<file path="src/rtl/uart_tx_arbiter.sv">
// Round-robin arbiter sharing one UART byte sender among NREQ requesters.
// Optional build macro UART_ARB_PRIO0_EN: requester 0 wins every arbitration it enters.
module uart_tx_arbiter #(
    parameter int unsigned NREQ           = 4,
    parameter int unsigned WIDTH          = 8,
    parameter int unsigned GAP_CYCLES     = 16,
    parameter int unsigned TIMEOUT_CYCLES = 8
) (
    input  logic                      CLK,
    input  logic                      RESET_N,
    input  logic [NREQ-1:0]           REQ,
    input  logic [NREQ*WIDTH-1:0]     REQ_DATA,
    output logic [NREQ-1:0]           ACK,
    output logic [WIDTH-1:0]          TX_DATA,
    output logic                      TX_FLAG,
    input  logic                      TX_BUSY,
    output logic [$clog2(NREQ)-1:0]   GRANT_ID,
    output logic                      ACTIVE,
    output logic                      DROP
);
    localparam int unsigned IDW     = $clog2(NREQ);
    localparam int unsigned CNT_MAX = (GAP_CYCLES > TIMEOUT_CYCLES) ? GAP_CYCLES : TIMEOUT_CYCLES;
    localparam int unsigned CW      = $clog2(CNT_MAX + 1);

    typedef enum logic [2:0] {IDLE, LAUNCH, WAIT_BUSY, DRAIN, GAP} state_t;

    state_t           state, state_nx;
    logic [IDW-1:0]   last, win;
    logic             found, upd_last;
    logic [WIDTH-1:0] win_data;
    logic [CW-1:0]    cnt;
    logic             cnt_last, grant;
    logic [NREQ-1:0]  ack_nx;
    logic             flag_nx, drop_nx, active_nx;

    assign cnt_last = (cnt <= CW'(1));

    // Search last+1, last+2, ... with wrap; the first set request wins.
    always_comb begin
        int unsigned     idx;
        logic [NREQ-1:0] req_rot;
        win      = last;
        found    = 1'b0;
        idx      = 0;
        req_rot  = '0;
        for (int unsigned i = 1; i <= NREQ; i++) begin
            idx = 32'(last) + i;
            if (idx >= NREQ) idx = idx - NREQ;
            req_rot = REQ >> idx;
            if (!found && req_rot[0]) begin
                win   = IDW'(idx);
                found = 1'b1;
            end
        end
`ifdef UART_ARB_PRIO0_EN
        // Requester 0 overrides the rotation and leaves the pointer untouched.
        if (REQ[0]) begin
            win   = '0;
            found = 1'b1;
        end
        upd_last = (win != '0);
`else
        upd_last = 1'b1;
`endif
        win_data = '0;
        for (int unsigned j = 0; j < NREQ; j++) begin
            if (win == IDW'(j)) win_data = REQ_DATA[j*WIDTH +: WIDTH];
        end
    end

    always_ff @(posedge CLK or negedge RESET_N) begin
        if (!RESET_N) state <= IDLE;
        else          state <= state_nx;
    end

    always_comb begin
        state_nx = state;
        case (state)
            IDLE:      if (|REQ && !TX_BUSY) state_nx = LAUNCH;
            LAUNCH:    state_nx = WAIT_BUSY;
            WAIT_BUSY: begin
                if (TX_BUSY)       state_nx = DRAIN;
                else if (cnt_last) state_nx = GAP;
            end
            DRAIN:     if (!TX_BUSY) state_nx = GAP;
            GAP:       if (cnt_last) state_nx = IDLE;
            default:   state_nx = IDLE;
        endcase
    end

    always_comb begin
        grant     = (state == IDLE) && (state_nx == LAUNCH);
        ack_nx    = grant ? (NREQ'(1) << win) : '0;
        flag_nx   = (state == LAUNCH);
        drop_nx   = (state == WAIT_BUSY) && (state_nx == GAP);
        active_nx = (state_nx != IDLE);
    end

    // Timeout is loaded with one less than the limit so DROP lands TIMEOUT_CYCLES after LAUNCH.
    always_ff @(posedge CLK or negedge RESET_N) begin
        if (!RESET_N) begin
            ACK      <= '0;
            TX_FLAG  <= 1'b0;
            DROP     <= 1'b0;
            ACTIVE   <= 1'b0;
            TX_DATA  <= '0;
            GRANT_ID <= '0;
            last     <= IDW'(NREQ - 1);
            cnt      <= '0;
        end else begin
            ACK     <= ack_nx;
            TX_FLAG <= flag_nx;
            DROP    <= drop_nx;
            ACTIVE  <= active_nx;
            if (grant) begin
                TX_DATA  <= win_data;
                GRANT_ID <= win;
                if (upd_last) last <= win;
            end
            if (state == LAUNCH)
                cnt <= CW'(TIMEOUT_CYCLES - 1);
            else if (state_nx == GAP && state != GAP)
                cnt <= CW'(GAP_CYCLES);
            else if ((state == WAIT_BUSY || state == GAP) && cnt != '0)
                cnt <= cnt - CW'(1);
        end
    end
endmodule

</file>
<file path="config.mk">
export PLATFORM = sky130hd
export DESIGN_NAME = uart_tx_arbiter
export DESIGN_NICKNAME = d
export VERILOG_FILES = /design/src/rtl/uart_tx_arbiter.sv
export SDC_FILE = /design/constraint.sdc
export NUM_CORES = 1
export LEC_CHECK = 0
export BUFFER_PORTS_ARGS = -buffer_cell sky130_fd_sc_hd__buf_2
export CORE_ASPECT_RATIO = 1.5
export CORE_UTILIZATION = 55
export DETAILED_ROUTE_END_ITERATION = 8
export GPL_TIMING_DRIVEN = 0
export PLACE_DENSITY = 0.82
export SYNTH_ARGS = -nofsm -noshare
export SYNTH_HDL_FRONTEND = slang
export SYNTH_SLANG_ARGS = --single-unit
</file>
<file path="constraint.sdc">
create_clock -name CLK -period 4.6 [get_ports CLK]
set_clock_uncertainty 0.2 [all_clocks]
set_input_delay 0.69 -clock CLK [delete_from_list [all_inputs] [get_ports CLK]]
set_output_delay 0.69 -clock CLK [all_outputs]
set_load 0.005 [all_outputs]
</file>
==> summary.md, run 1 <==
| Metric | Value |
|---|---|
| CTS Sinks | `27` |
| Post-route ant nets | `0` |
| Min Tclk post-route | `3.31 ns` |
| # Post-CTS Setup Buffers | `0` |
| CTS-repair resized insts | `0` |
| Remaining DRCs | `0` |
| Top Metal Used | `met4` |
| Critical path capture point | `TX_DATA[4]` |
| Clock buffer depth | `2` |
| Max H-tree Level | `1` |
| Most used DFF post-synth | `dfrtp_1` |
| Filler cells | `256` |
| FF-to-FF setup slack | `1.29 ns` |
| CP required | `4.53 ns` |
| Commonest non-fill, non-tap cell in the layout | `buf_2` |
| Total Wirelength | `3970 µm` |
| Worst flop-to-flop path endpoint | `TX_DATA[4]` |
| First-pass GRT wire length | `6330 µm` |
| Drt wl/cell | `14.3 µm` |
| Core ar. | `2970 µm²` |
| Cell area after synthesis | `1760 µm²` |
| Endpoints failing setup | `0` |
| DIE AREA | `3440 µm²` |
| Total Routing Usage GR | `25.1%` |
| Fraction of registers with async set/reset | `100%` |
| Total negative slack | `0 ns` |
| Slew HR | `52.6%` |
| Io pins | `56` |
| Drt via density | `5.69` |
| Post-synth top area cell | `dfrtp_1` |
| Routed vias | `1582` |
| Antenna violations before repair | `0` |
| GPL Wtd Cong | `0.819` |
| WP data arrival | `3.24 ns` |
| Starting Density | `59.3%` |
| Gr ovfl total | `0` |
| Pwr Total | `1.76 mW` |
| CP max FO | `10` |
| Yosys Warn Count | `0` |
| Leakage Power | `1.04 nW` |
| Max Cap Violations | `0` |
| Vias in the first global route | `1484` |
| Post-synthesis register bit count | `27` |
| Post-synthesis cell count | `180` |
| VDD IR max | `711 µV` |
| Most frequent cells in the layout | `58 x buf_2, 25 x dfrtp_1, 14 x nand2_1` |
| Reg clk slew, reported paths | `0.09 ns` |
| Power density cells | `825 nW/µm²` |
| Worst hold-check path type | `primary input to asynchronous set/reset pin` |
| Period utilisation layout | `71.9%` |
| Share of cells above drive strength 1 | `36.0%` |
| Met2 routed WL | `2160 µm` |
| Synth top area share | `35.5%` |
| Worst reg-to-reg path cell count | `12` |
| Outcome | `finished clean` |
| Met3 wire len | `93 µm` |
| # nets final | `287` |
| Sequential share of the synthesized area | `38.5%` |
| Die Ht | `71.3 µm` |
| First-pass DRT Iterations | `4` |
| Reg2reg start | `last[0]` |
| Setup crit start | `last[0]` |
| Worst Setup Start Kind | `flop` |
| Final Max Slew Viols | `0` |
| Mean area per synthesized cell | `9.79 µm²` |
| # diodes | `0` |
| Hold violation count in the final report | `0` |
| Critical path class | `flop to flop` |
| Critical Path End Type | `flop` |
| Largest net degree at the start of global routing | `28` |
| Area growth, synth to finish | `21.0%` |
| Worst slew pin tran | `0.701 ns` |
| DP HPWL | `3140 µm` |
| Worst skew pair latency | `0.26 ns` |
| Distinct cells, synth | `47` |
| Synth area leaders | `dfrtp_1 36%, ha_1 5.7%, a211oi_1 4.3%` |
| Root buf cell | `clkbuf_8` |
| Fmax achieved | `302 MHz` |
| Post-CTS Hold Buffers | `0` |
| DRC marker count from the first detailed-route iteration | `44` |
| Post-synth EDFFs | `0` |
| FP Rows | `24` |
| Die width | `48.2 µm` |
| RSZ-0062 raised after global routing | `no` |
| CTS tree | `done` |
| Cts bufs inserted | `3` |
| I/O Buffers | `55` |
| Wl on met1 | `1640 µm` |
| Mapped Nets | `227` |
## report_power, final
group | switching, mW | internal, mW
Clock | 0.0657 | 0.0618
Combinational | 0.675 | 0.520
Sequential | 0.0855 | 0.349
Total | 0.826 | 0.931
## cell families (layout without fill, tap and decap cells)
| kind of cell | Yosys count | in the layout | synth area share, % |
|---|---|---|---|
| compound gates | 47 | 47 | 19.2 |
| xor+xnor | 3 | 3 | 1.49 |
| fa+ha+maj | 8 | 8 | 5.68 |
| buf+inv | 21 | 80 | 6.82 |
| flops | 27 | 27 | 38.5 |
| mux | 8 | 8 | 5.18 |
| simple gates | 66 | 66 | 23.1 |
## worst max-delay path, stage by stage (launching register included)
cell      delay [ns]
dfstp_2         0.58
buf_6           0.15
inv_1           0.12
ha_1            0.32
buf_6           0.13
mux2i_1         0.21
nor3_2          0.08
nor2_2          0.19
mux2i_2         0.43
buf_2           0.31
nor3b_1         0.08
a211oi_1        0.28
o31ai_1         0.10
## routing by layer
metal,vias to the layer above,GRT usage (%)
met2,37,43.3
met1,751,31.4
li1,785,-
met5,-,0
met4,0,7.41
met3,9,2.52
## per-stage QoR
stage	hold WS, ns	std cells	worst slack [ns]	instance area (µm²)	utilization, %
after floorplan	0.194	180	1.65	1760	-
after global placement	0.257	274	1.32	2090	70.2
after detailed placement	0.262	274	1.30	2090	70.2
after CTS	0.225	278	1.28	2130	71.7
after global routing	0.242	278	1.02	2130	71.7
final	0.210	278	1.29	2130	71.7
## worst min-delay path by stage
stage / startpoint / end
final: RESET_N / GRANT_ID[0]
after global routing: RESET_N / cnt[2]
after CTS: RESET_N / cnt[4]
after detailed placement: TX_DATA[6] / TX_DATA[6]
after global placement: TX_DATA[2] / TX_DATA[2]
after floorplan: RESET_N / ACK[0]
## cell usage after synthesis, drive strengths merged, types with 2 or more instances
master,n
a211oi,11
a21o,2
a21oi,3
a31oi,10
and3,3
buf,9
clkbuf,2
dfrtp,25
dfstp,2
ha,8
inv,10
mux2,3
mux2i,5
nand2,14
nand2b,3
nand3,3
nor2,9
nor3,8
nor3b,10
nor4,6
nor4b,3
o21ai,9
o31ai,5
xor2,2
## cell type report
cell class | instances | area (µm²) | area share, %
Sequential cell | 27 | 678 | 31.8
Multi-Input combinational cell | 132 | 963 | 45.2
Timing Repair Buffer | 55 | 275 | 12.9
Clock buffer | 4 | 45.0 | 2.11
Inverter | 10 | 37.5 | 1.76
Buffer | 11 | 82.6 | 3.88
Tap cell | 39 | 48.8 | 2.29
## flip-flops by register name, indices dropped and copies added (netlist names)
| register | cells |
|---|---|
| DROP | 1 |
| TX_DATA | 8 |
| last | 2 |
| cnt | 5 |
| ACTIVE | 1 |
| ACK | 4 |
| GRANT_ID | 2 |
| state | 3 |
| TX_FLAG | 1 |
(Power assumes the default switching activity.)
==> run 2: changes to the inputs <==
--- a/config.mk
+++ b/config.mk
@@ -5,12 +5,13 @@
 export SDC_FILE = /design/constraint.sdc
 export NUM_CORES = 1
 export LEC_CHECK = 0
+export ABC_AREA = 1
 export BUFFER_PORTS_ARGS = -buffer_cell sky130_fd_sc_hd__buf_2
 export CORE_ASPECT_RATIO = 1.5
-export CORE_UTILIZATION = 55
+export CORE_UTILIZATION = 51
 export DETAILED_ROUTE_END_ITERATION = 8
 export GPL_TIMING_DRIVEN = 0
-export PLACE_DENSITY = 0.82
+export PLACE_DENSITY = 0.77
 export SYNTH_ARGS = -nofsm -noshare
 export SYNTH_HDL_FRONTEND = slang
 export SYNTH_SLANG_ARGS = --single-unit
==> constraint.sdc (replaced) <==
create_clock -name CLK -period 3.32 [get_ports CLK]
set_clock_uncertainty 0.2 [all_clocks]
set_input_delay 0.498 -clock CLK [delete_from_list [all_inputs] [get_ports CLK]]
set_output_delay 0.498 -clock CLK [all_outputs]
set_load 0.005 [all_outputs]
==> run 2 against run 1 <==
Combinational power rose by 59%. Maximum frequency up 28%. Clock power up 46%. Area after synthesis increased by 1.1%. Synthesized cell count rose by 37%. Setup slack got worse by 0.56 ns.
==> summary.md, run 2 <==
| Metric | Value |
|---|---|
| Post-route ant nets | `0` |
| Worst Setup Start Kind | `flop` |
| Synth Area in Adders | `5.62%` |
| Fmax achieved | `386 MHz` |
| Max H-tree Level | `1` |
| Sequential share of the synthesized area | `38.1%` |
| Routed vias | `1686` |
| Pwr Total | `2.69 mW` |
| Area of the multi-input gates | `895 µm²` |
| Post-CTS Hold Buffers | `0` |
| Worst skew pair latency | `0.27 ns` |
| DIE AREA | `3740 µm²` |
| Critical path class | `flop to flop` |
| Worst flop-to-flop path endpoint | `TX_DATA[3]` |
| Total negative slack | `0 ns` |
| Max reg flops | `8` |
| Share of cells above drive strength 1 | `27.5%` |
| Starting Density | `54.7%` |
| Post-synth top area cell | `dfrtp_1` |
| Vias in the first global route | `1467` |
| Worst stage delay on the critical path | `0.64 ns` |
| Antenna violations before repair | `0` |
| # nets final | `353` |
| Total Routing Usage GR | `22.5%` |
| Largest net degree at the start of global routing | `28` |
| Critical Path End Type | `flop` |
| Yosys Warn Count | `0` |
| DRC marker count from the first detailed-route iteration | `19` |
| Area growth, synth to finish | `21.0%` |
| Worst slew pin tran | `0.589 ns` |
| Most flops, register | `TX_DATA` |
| Cell area after synthesis | `1780 µm²` |
| Outcome | `finished clean` |
| Post-DP Area | `2110 µm²` |
| # diodes | `0` |
| Post-synth EDFFs | `0` |
| Finished Cell Area | `2150 µm²` |
| Total Wirelength | `3860 µm` |
| Post-synthesis xor/xnor area fraction | `1.48%` |
| FF+latch area | `678 µm²` |
| Fraction of registers with async set/reset | `100%` |
| Mean area per synthesized cell | `7.24 µm²` |
| Root buf cell | `clkbuf_8` |
| Finished Core Util | `66.2%` |
| Gr ovfl total | `0` |
| Slew HR | `60.7%` |
| Reg2reg start | `last[0]` |
| Drt wl/cell | `11.2 µm` |
| I/O Buffers | `55` |
| Most frequent cells in the layout | `70 x nand2_1, 56 x buf_2, 39 x inv_1` |
| Io pins | `56` |
| CP Cell Sequence | `inv_2 -> ha_1 -> inv_1 -> nand3_1 -> nand3_1 -> nand2_1 -> nand2_1 -> nand2_1 -> nand2_4 -> nand2_4 -> buf_6 -> nand3_1 -> nand3_1 -> nor2_1 -> nor2_1` |
| Remaining DRCs | `0` |
| Drt via density | `4.89` |
| Post-synthesis register bit count | `27` |
| Mapped Nets | `293` |
| Leakage Power | `1.26 nW` |
| Reg clk slew, reported paths | `0.10 ns` |
| CTS Sinks | `27` |
| DP HPWL | `3080 µm` |
| Synth area leaders | `dfrtp_1 35%, nand2_1 15%, inv_1 8.2%` |
| Die width | `50.2 µm` |
| Post-synthesis cell count | `246` |
| Min Tclk post-route | `2.59 ns` |
| Distinct cells, synth | `30` |
| Simple-gate portion of the synthesized area | `35.3%` |
| Filler cells | `314` |
| FF-to-FF setup slack | `0.73 ns` |
| FP Rows | `25` |
| Worst hold-check path type | `primary input to asynchronous set/reset pin` |
| CTS-repair resized insts | `0` |
| Period utilisation layout | `78.0%` |
| First-pass GRT wire length | `6400 µm` |
| VDD IR max | `938 µV` |
| Power density cells | `1250 nW/µm²` |
| Core ar. | `3250 µm²` |
| Most Frequent Cell on Critical Path | `nand3_1` |
| Cts bufs inserted | `3` |
| Compound-cell area share of the yosys netlist | `7.80%` |
| Endpoints failing setup | `0` |
| Commonest cells post-synth | `70 x nand2_1, 39 x inv_1, 26 x nand3_1` |
| Cell family with most CP delay | `simple AND/OR/NAND/NOR gates` |
| Hold violation count in the final report | `0` |
| Clock buffer depth | `2` |
| Multiplexer area fraction after synthesis | `0%` |
| First-pass DRT Iterations | `4` |
| Commonest non-fill, non-tap cell in the layout | `nand2_1` |
| Most common cell in the synthesized netlist | `nand2_1` |
| WP data arrival | `2.56 ns` |
| Final Max Slew Viols | `0` |
| Synth top area share | `35.1%` |
| GPL Wtd Cong | `0.866` |
| Most used DFF post-synth | `dfrtp_1` |
| RSZ-0062 raised after global routing | `no` |
| CP required | `3.29 ns` |
| Largest family of logic cells by synthesized area | `simple AND/OR/NAND/NOR gates` |
| WP buf/inv | `3` |
| Max Cap Violations | `0` |
| Biggest regs | `TX_DATA x8, cnt x5, ACK x4` |
| Fin Hold WS | `0.0123 ns` |
| CTS tree | `done` |
| Worst reg-to-reg path cell count | `15` |
| CP max stage cell | `dfstp_2` |
| CP max FO | `10` |
| # Post-CTS Setup Buffers | `0` |
| Die Ht | `74.4 µm` |
-- run 2: logic make-up after synthesis --
logic type,after synthesis
and+or+nand+nor,137
DFF,27
AOI/OAI and AO/OA,22
adders and majority gates,8
buffers and inverters,49
xor gates and xnor gates,3
-- run 2: per-layer routing --
metal  vias up  global-route usage, %  part of all wire [%]
met5         -                      0                     0
met4         0                   7.62                   1.0
met3         2                   1.84                   3.2
met2        33                   41.0                    54
met1       757                   27.5                    42
li1        894                      -                     -
-- run 2: worst max-delay path by stage --
| stage | from | to | slack, ns | cells after the start |
|---|---|---|---|---|
| final | last[0] | TX_DATA[3] | 0.73 | 15 |
| after global routing | last[0] | TX_DATA[3] | 0.50 | 13 |
| after CTS | last[0] | TX_DATA[4] | 0.74 | 15 |
| after detailed placement | last[0] | TX_DATA[4] | 0.76 | 15 |
| after global placement | last[0] | TX_DATA[4] | 0.77 | 14 |
| after floorplan | last[0] | TX_DATA[5] | 0.98 | 14 |
-- run 2: final cells by class --
type / count / area share (%)
multi-input combinational: 170 / 41.5
sequential: 27 / 31.5
timing repair buffer: 55 / 12.8
inverter: 44 / 7.67
tap: 40 / 2.32
buffer: 5 / 1.97
clock buffer: 3 / 1.92
clock inverter: 1 / 0.348
-- run 2: power by group --
group          switching (mW)  leakage (nW)  internal (mW)  total, mW
sequential             0.0983         0.335          0.492      0.590
clock                   0.102        0.0217         0.0850      0.187
combinational            1.19         0.904          0.720       1.91
-- run 2: through the flow --
stage | setup WS [ns] | instances
after floorplan | 0.979 | 246
after CTS | 0.743 | 345
after detailed placement | 0.764 | 341
after global placement | 0.773 | 341
after global routing | 0.500 | 345
final | 0.730 | 345
==> run 3: changes to the inputs <==
==> constraint.sdc (replaced) <==
create_clock -name CLK -period 2.4 [get_ports CLK]
set_clock_uncertainty 0.2 [all_clocks]
set_input_delay 0.36 -clock CLK [delete_from_list [all_inputs] [get_ports CLK]]
set_output_delay 0.36 -clock CLK [all_outputs]
set_load 0.005 [all_outputs]
==> run 3 against run 2 <==
Sequential cell count did not move. Utilization rose by 8.2 points. Via count rose by 8.4%. Cell count rose by 4.3%. Setup slack got worse by 0.72 ns. Sequential share of layout area fell by 3.5 points. Clock-buffer cell count did not move. Non-clock buffer count rose by 15.
==> summary.md, run 3 (synthesis results as in run 2) <==
| Metric | Value |
|---|---|
| Outcome | `finished clean` |
| Drt wl/cell | `12.8 µm` |
| Biggest regs | `TX_DATA x8, cnt x5, ACK x4` |
| Post-route ant nets | `0` |
| Slew HR | `59.3%` |
| CP required | `2.37 ns` |
| DP HPWL | `3080 µm` |
| RSZ-0062 raised after global routing | `yes` |
| FP Rows | `25` |
| # diodes | `0` |
| Cell family with most CP delay | `simple AND/OR/NAND/NOR gates` |
| Share of cells above drive strength 1 | `35.6%` |
| Worst flop-to-flop path endpoint | `TX_DATA[3]` |
| CP max FO | `7` |
| WP buf/inv | `5` |
| Clock buffer depth | `2` |
| Drt via density | `5.08` |
| Min-delay src | `REQ_DATA[24]` |
| Worst stage delay on the critical path | `0.59 ns` |
| Max Cap Violations | `0` |
| DIE AREA | `3740 µm²` |
| Worst skew pair latency | `0.27 ns` |
| Worst slew pin tran | `0.611 ns` |
| WP data arrival | `2.36 ns` |
| Routed vias | `1827` |
| Max reg flops | `8` |
| Max H-tree Level | `1` |
| Total Wirelength | `4590 µm` |
| Finished Core Util | `74.4%` |
| Total Routing Usage GR | `22.5%` |
| Fin Hold WS | `0.158 ns` |
| Worst hold-check path type | `primary input to flop` |
| Reg clk slew, reported paths | `0.10 ns` |
| Worst Setup Start Kind | `flop` |
| Period utilisation layout | `99.7%` |
| Most frequent cells in the layout | `68 x nand2_1, 56 x buf_2, 35 x inv_1` |
| Io pins | `56` |
| WHS Endpoint | `TX_DATA[0]` |
| Die Ht | `74.4 µm` |
| Final setup margin | `0.00726 ns` |
| Reg2reg start | `last[0]` |
| Largest net degree at the start of global routing | `28` |
| # nets final | `368` |
| I/O Buffers | `55` |
| CP max stage cell | `dfstp_2` |
| CTS Sinks | `27` |
| CTS tree | `done` |
| CP Cell Sequence | `clkinv_4 -> ha_4 -> inv_2 -> nand3_2 -> inv_2 -> nor2_4 -> nand4_1 -> nand2_4 -> inv_4 -> buf_6 -> nand3_2 -> nand3_2 -> nor2_1 -> nor2_1` |
| Remaining DRCs | `0` |
| Cts bufs inserted | `3` |
| Antenna violations before repair | `0` |
| Critical Path End Type | `flop` |
| Area growth, synth to finish | `35.9%` |
| Gr ovfl total | `0` |
| First-pass DRT Iterations | `4` |
| DRC marker count from the first detailed-route iteration | `40` |
| Die width | `50.2 µm` |
| Commonest non-fill, non-tap cell in the layout | `nand2_1` |
| First-pass GRT wire length | `6430 µm` |
| Core ar. | `3250 µm²` |
| Most flops, register | `TX_DATA` |
| GPL Wtd Cong | `0.866` |
| Most Frequent Cell on Critical Path | `nand3_2` |
| Endpoints failing setup | `0` |
| FF-to-FF setup slack | `0.007 ns` |
| Vias in the first global route | `1484` |
| Min-Delay Path Depth | `5` |
| Worst reg-to-reg path cell count | `14` |
| Pre-CTS setup slack | `-0.156 ns` |
| Fmax achieved | `418 MHz` |
| Min Tclk post-route | `2.39 ns` |
| Root buf cell | `clkbuf_8` |
| Final Max Slew Viols | `0` |
| Critical path class | `flop to flop` |
| Hold violation count in the final report | `0` |
| Starting Density | `54.7%` |
==> run 3: repair_timing <==
item / CTS / global route
gates cloned: 0 / 2
hold buffers: 1 / 0
hold endpoints to repair: 25 / 0
pin swaps: 0 / 12
resized for setup: 1 / 31
setup endpoints to repair: 13 / 9
buffers inserted: 2 / 10
==> run 3: cell type report <==
| cell class | count | area, µm² |
|---|---|---|
| Timing Repair Buffer | 70 | 428 |
| Inverter | 44 | 173 |
| Fill cell | 266 | 833 |
| Clock inverter | 1 | 7.51 |
| Clock buffer | 3 | 41.3 |
| Tap cell | 40 | 50.0 |
| Sequential cell | 27 | 678 |
| Multi-Input combinational cell | 170 | 992 |
| Buffer | 5 | 50.0 |
==> run 3: metrics by stage <==
step                cell area, µm²  cells  TNS, ns
finish                        2420    360        0
global route                  2420    360   -0.955
CTS                           2190    348        0
detailed placement            2110    341    -1.20
global placement              2110    341    -1.14
floorplan                     1780    246        0
==> run 3: worst max-delay path by stage <==
| stage | start | end | cells past startpoint |
|---|---|---|---|
| 6_report | last[0] | TX_DATA[3] | 14 |
| 3_5_place_dp | last[0] | TX_DATA[4] | 15 |
| 5_1_grt | last[0] | TX_DATA[4] | 14 |
| 2_1_floorplan | last[0] | TX_DATA[5] | 14 |
| 4_1_cts | last[0] | TX_DATA[2] | 16 |
| 3_3_place_gp | last[0] | TX_DATA[4] | 14 |
==> run 3: layer usage <==
| metal | track usage, % | up-vias | share of wire [%] |
|---|---|---|---|
| met1 | 27.6 | 841 | 39 |
| met2 | 41.0 | 50 | 55 |
| met4 | 7.62 | 0 | 1.9 |
| met5 | 0 | - | 0 |
| li1 | - | 929 | - |
| met3 | 1.84 | 7 | 3.8 |
==> run 3: tightest hold or removal path: stages <==
cell and delay (ns):
buf_2 0.07, nand2_1 0.04, nand2_1 0.05, inv_1 0.03
nand2_1 0.04
Power of run 3 is not shown: default switching activity piles up to over one toggle a cycle in this logic, so the estimate is an artifact.
